**src/rtl/pipeline_stall_ctrl.sv**
```systemverilog
// pipeline_stall_ctrl: freeze/flush sequencer for the PC, IF/ID, ID/EXE and
// EXE/MEM stage registers. Priority is memory stall > taken branch > RAW hazard.
// A small FSM tracks multi-cycle memory accesses and raises a sticky watchdog
// flag (mem_timeout) when one runs MEM_TIMEOUT cycles in WAIT.
// Optional macro STALL_STATS_EN adds saturating 32-bit stall/flush counters.
module pipeline_stall_ctrl #(
   parameter int unsigned FORWARDING_EN = 1,
   parameter int unsigned MEM_TIMEOUT   = 255,
   parameter int unsigned CNT_W         = 16
) (
   input  logic       clk,
   input  logic       rst,
   input  logic       branch_taken,
   input  logic [3:0] id_src1,
   input  logic [3:0] id_src2,
   input  logic       id_has_src1,
   input  logic       id_has_src2,
   input  logic       exe_wb_en,
   input  logic       exe_mem_r_en,
   input  logic [3:0] exe_dest,
   input  logic       mem_wb_en,
   input  logic [3:0] mem_dest,
   input  logic       mem_req,
   input  logic       mem_ready,
   output logic       pc_freeze,
   output logic       if_id_freeze,
   output logic       if_id_flush,
   output logic       id_exe_freeze,
   output logic       id_exe_flush,
   output logic       exe_mem_freeze,
   output logic       mem_stall,
   output logic       mem_timeout
`ifdef STALL_STATS_EN
   ,
   output logic [31:0] stat_mem_cycles,
   output logic [31:0] stat_hazard_cycles,
   output logic [31:0] stat_flushes
`endif
);

   typedef enum logic {IDLE, WAIT} state_t;

   localparam logic [CNT_W-1:0] CNT_LIMIT = CNT_W'(MEM_TIMEOUT);

   state_t           state_q;
   logic [CNT_W-1:0] cnt_q;
   logic             timeout_q;

   logic src1_hit, src2_hit, hazard;
   logic stall_raw, hazard_apply, flush_apply;

   // RAW hazard detection on the ID instruction's source registers
   always_comb begin
      src1_hit = id_has_src1 & exe_wb_en & (exe_dest == id_src1);
      src2_hit = id_has_src2 & exe_wb_en & (exe_dest == id_src2);
      if (FORWARDING_EN != 0) begin
         // Forwarding covers everything except a load whose data is not back yet.
         src1_hit = src1_hit & exe_mem_r_en;
         src2_hit = src2_hit & exe_mem_r_en;
      end else begin
         src1_hit = src1_hit | (id_has_src1 & mem_wb_en & (mem_dest == id_src1));
         src2_hit = src2_hit | (id_has_src2 & mem_wb_en & (mem_dest == id_src2));
      end
      hazard = src1_hit | src2_hit;
   end

   // Prioritised freeze/flush generation; reset silences everything but the watchdog flag
   always_comb begin
      pc_freeze      = 1'b0;
      if_id_freeze   = 1'b0;
      if_id_flush    = 1'b0;
      id_exe_freeze  = 1'b0;
      id_exe_flush   = 1'b0;
      exe_mem_freeze = 1'b0;
      mem_stall      = 1'b0;
      hazard_apply   = 1'b0;
      flush_apply    = 1'b0;
      stall_raw      = mem_req & ~mem_ready;
      if (!rst) begin
         if (stall_raw) begin
            mem_stall      = 1'b1;
            pc_freeze      = 1'b1;
            if_id_freeze   = 1'b1;
            id_exe_freeze  = 1'b1;
            exe_mem_freeze = 1'b1;
         end else if (branch_taken) begin
            // A branch held through a memory stall lands here on the release cycle.
            flush_apply  = 1'b1;
            if_id_flush  = 1'b1;
            id_exe_flush = 1'b1;
         end else if (hazard) begin
            hazard_apply = 1'b1;
            pc_freeze    = 1'b1;
            if_id_freeze = 1'b1;
            id_exe_flush = 1'b1;
         end
      end
   end

   assign mem_timeout = timeout_q;

   // Memory-wait FSM with saturating wait counter and sticky timeout flag
   always_ff @(posedge clk) begin
      if (rst) begin
         state_q   <= IDLE;
         cnt_q     <= '0;
         timeout_q <= 1'b0;
      end else begin
         case (state_q)
            IDLE: begin
               if (mem_req && !mem_ready) begin
                  state_q <= WAIT;
                  cnt_q   <= CNT_W'(1);
               end
            end
            WAIT: begin
               if (mem_ready || !mem_req) begin
                  state_q <= IDLE;
                  cnt_q   <= '0;
               end else begin
                  if (cnt_q == CNT_LIMIT) begin
                     timeout_q <= 1'b1;
                  end
                  if (cnt_q != '1) begin
                     cnt_q <= cnt_q + CNT_W'(1);
                  end
               end
            end
            default: begin
               state_q <= IDLE;
               cnt_q   <= '0;
            end
         endcase
      end
   end

`ifdef STALL_STATS_EN
   logic [31:0] stat_mem_q, stat_hazard_q, stat_flush_q;

   // Saturating event counters for stall and flush cycles
   always_ff @(posedge clk) begin
      if (rst) begin
         stat_mem_q    <= '0;
         stat_hazard_q <= '0;
         stat_flush_q  <= '0;
      end else begin
         if (mem_stall && stat_mem_q != '1) begin
            stat_mem_q <= stat_mem_q + 32'd1;
         end
         if (hazard_apply && stat_hazard_q != '1) begin
            stat_hazard_q <= stat_hazard_q + 32'd1;
         end
         if (flush_apply && stat_flush_q != '1) begin
            stat_flush_q <= stat_flush_q + 32'd1;
         end
      end
   end

   assign stat_mem_cycles    = stat_mem_q;
   assign stat_hazard_cycles = stat_hazard_q;
   assign stat_flushes       = stat_flush_q;
`endif

endmodule

```
**config.mk**
```make
export PLATFORM = sky130hd
export DESIGN_NAME = pipeline_stall_ctrl
export DESIGN_NICKNAME = d
export VERILOG_FILES = /design/src/rtl/pipeline_stall_ctrl.sv
export SDC_FILE = /design/constraint.sdc
export NUM_CORES = 1
export LEC_CHECK = 0
export BUFFER_PORTS_ARGS = -buffer_cell sky130_fd_sc_hd__buf_2
export CORE_MARGIN = 1.5
export CORE_UTILIZATION = 30
export DETAILED_ROUTE_END_ITERATION = 16
export PLACE_DENSITY_LB_ADDON = 0.1
export SETUP_SLACK_MARGIN = 0.02
export SYNTH_ARGS = -nofsm -noshare
export SYNTH_HDL_FRONTEND = slang
export SYNTH_SLANG_ARGS = --single-unit
```
**constraint.sdc**
```tcl
create_clock -name clk -period 2.25 [get_ports clk]
set_input_delay 0.1125 -clock clk [delete_from_list [all_inputs] [get_ports clk]]
set_output_delay 0.1125 -clock clk [all_outputs]
set_load 0.02 [all_outputs]
```
==> impl_metrics.toml <==
[route]
dr_total_vias = 1198
post_drt_wl_per_cell_microns = 13.67
first_pass_iters = 4
m1WireLength_mm = 1.410
wl_met3_microns = 239
met2_wirelength_mm = 1.309
route.detailed.drc = 0
postRouteAntennaNets = 0
route.detailed.vias_per_inst = 5.495
finalWirelength_mm = 2.980
drt_first_iter_violations = 84
top_signal_layer_used = "met4"

[placed_design]
post_dp_hpwl_mm = 2.280
placed_area_sq_um = 1355
globalplace.congestion = 0.8207
portBuffers = 28
placed_cells_incl_taps = 214

[finish]
finalInstanceArea_sq_um = 1410
drive_above_1_share_pct = 28.57
finalNetCount = 196
syn_to_final_growth_pct = 14.88
insertedDiodeCount = 0
post_layout_nonfiller_instances = 218

[clock_tree]
clock_insertion_delay_worst_skew_ns = 0.26
cts-htree-levels = 1
cts_resized = 0
cts_sinks = 18
postCtsSetupRepairBufs = 0
cts_buffer_depth = 2
cts_tree = "built"
cts_inserted_buffers = 3
clockRootBuffer = "clkbuf_8"
hold_buffers = 0
cts.reportedPaths.clkPinSlew_ns = 0.07

[synthesis]
synth.area.top_cells = "dfxtp_1 29%, a21oi_1 4.5%, xor2_1 4.3%, buf_4 3.7%, a31oi_1 3.6%"
synth.avg_cell_area_sq_um = 8.465
synth.net_count = 172
seq_area_frac_synth_pct = 29.36
post_synth_num_cell_types = 49
ys_warn_count = 0
postSynthRegisterBits = 18
syn_inst = 145
mappedNetlistArea_sq_um = 1227
share_of_the_synthesized_area_in_the_top_cell_type_pct = 29.36
netlist.top_cell.by_area = "dfxtp_1"

[critical_path]
cp_data_arrival_time_ns = 1.96
worstPathMaxFanout = 6
critical_path_source_type = "flip-flop"
crit_path_end_kind = "flip-flop"
cp_data_required_time_ns = 2.40
classification_of_the_worst_setup_path = "flip-flop to flip-flop"

[global_route]
grt_start_max_net_pins = 17
grt_pass1_vias = 1078
wire_length_of_the_first_global_routing_pass_mm = 5.112
congestion_overflow_gr = 0
grt.total_usage_pct = 14.90
antenna_found_initial = 0

[worst_hold_path]
min-delay-path-class = "primary input to flip-flop"

[sta]
final-hold-violation-count = 0
max_slew_margin_pct = 65.50
rsz0062_at_grt = "false"
timing.final.max_slew_violations = 0
skew_ns = 0.002153
fmax_mhz = 555.3
layout_worst_path_cycle_share_pct = 80.04
report.final.setup_viol = 0
setup_tns_ns = 0
crit_path_time_final_ns = 1.801
max_slew.worst_pin.slew_ns = 0.5127

[pwr]
worst_ir_drop_vdd_mv = 0.2064
p_per_area_nw_per_um2 = 481.2
power.leakage_uw = 0.0005368

[status]
run_status = "finished clean"

[die]
floorplan.initialDensity_pct = 30.91
overall_die_height_microns = 66.97
core.rowCount = 23
top_level_ports = 34
fp.dieW_microns = 66.97
placeableCoreArea_sq_um = 3971
dieArea_sq_um = 4484

[flow_run]
maxCapViolations = 0
state kept, by name, summed over array words and instances, names as in the netlist:
| name | count |
|---|---|
| cnt_q | 16 |
| state_q | 1 |
| mem_timeout | 1 |
final cells by class:
cell class / count / area (sq um)
sequential: 18 / 360.3
tap: 50 / 62.56
inverter: 2 / 7.507
multi-input combinational: 114 / 769.5
clock buffer: 4 / 55.05
fill: 423 / 2561
timing repair buffer: 30 / 155.1
layout by cell type (no fill, tap or decap), types with 6 or more instances in the layout:
cell type / n
buf_2: 28
dfxtp_1: 18
a21oi_1: 11
nor2_1: 10
nand4_1: 7
nand3_1: 7
nand2_1: 7
a31oi_1: 7
xor2_1: 6
nor3_1: 6
o21ai_0: 6
cell usage after synthesis, drive strengths merged:
| cell type | count |
|---|---|
| a211oi | 1 |
| a21o | 1 |
| a21oi | 12 |
| a221oi | 1 |
| a22oi | 1 |
| a311oi | 1 |
| a31oi | 7 |
| a41o | 2 |
| a41oi | 3 |
| and2 | 1 |
| and2b | 1 |
| and3 | 2 |
| and3b | 1 |
| and4 | 4 |
| buf | 9 |
| clkbuf | 2 |
| dfxtp | 18 |
| ha | 1 |
| inv | 2 |
| nand2 | 7 |
| nand2b | 3 |
| nand3 | 7 |
| nand4 | 9 |
| nor2 | 12 |
| nor3 | 7 |
| nor3b | 1 |
| nor4 | 5 |
| o211ai | 2 |
| o21a | 1 |
| o21ai | 7 |
| o21bai | 1 |
| o22a | 1 |
| o31ai | 2 |
| or3 | 1 |
| or4 | 1 |
| xnor2 | 2 |
| xor2 | 6 |
metrics by stage:
step	total power (uW)	hold slack [ns]	setup WS, ns	utilization, %
CTS	687.6	0.1737	0.4394	35.51
detailed placement	411.5	0.4425	0.4579	34.12
finish	678.6	0.1736	0.4490	35.51
floorplan	379.6	0.2893	0.6270	-
global placement	411.3	0.4396	0.4353	34.12
global route	717.5	0.2063	0.2354	35.51
where the power goes:
group | total, uW | switching, uW | internal [uW]
Clock | 275 | 119 | 156
Combinational | 80.5 | 45.1 | 35.5
Sequential | 323 | 2.88 | 320
metal layers:
| layer | GRT usage (%) | vias up |
|---|---|---|
| li1 | - | 602 |
| met1 | 21.38 | 535 |
| met2 | 23.00 | 59 |
| met3 | 2.534 | 2 |
| met4 | 3.571 | 0 |
| met5 | 0 | - |
cell families after synthesis:
kind of cell    count (synthesis)  synth area share [%]
compound gates                 43                 23.65
xor+xnor                        8                 5.709
flops                          18                 29.36
fa+ha+maj                       1                 1.019
simple gates                   62                 32.32
buf+inv                        13                 7.951
critical path, cell delays in order, from the launching register on:
cell and delay (ns):
dfxtp_1 0.41, ha_1 0.25, nand4_1 0.25, nor3_1 0.44, nand3_1 0.13, a21oi_1 0.16
nor2_1 0.05
final timing paths:
| kind | from | end | slack, ns | cells after the start |
|---|---|---|---|---|
| max | cnt_q[0] | cnt_q[12] | 0.45 | 6 |
| min | mem_req | state_q | 0.17 | 3 |
| max reg2reg | cnt_q[0] | cnt_q[12] | 0.45 | 6 |
| min reg2reg | mem_timeout | mem_timeout | 0.50 | 2 |
Note: power is estimated with default switching activity, not from simulation.
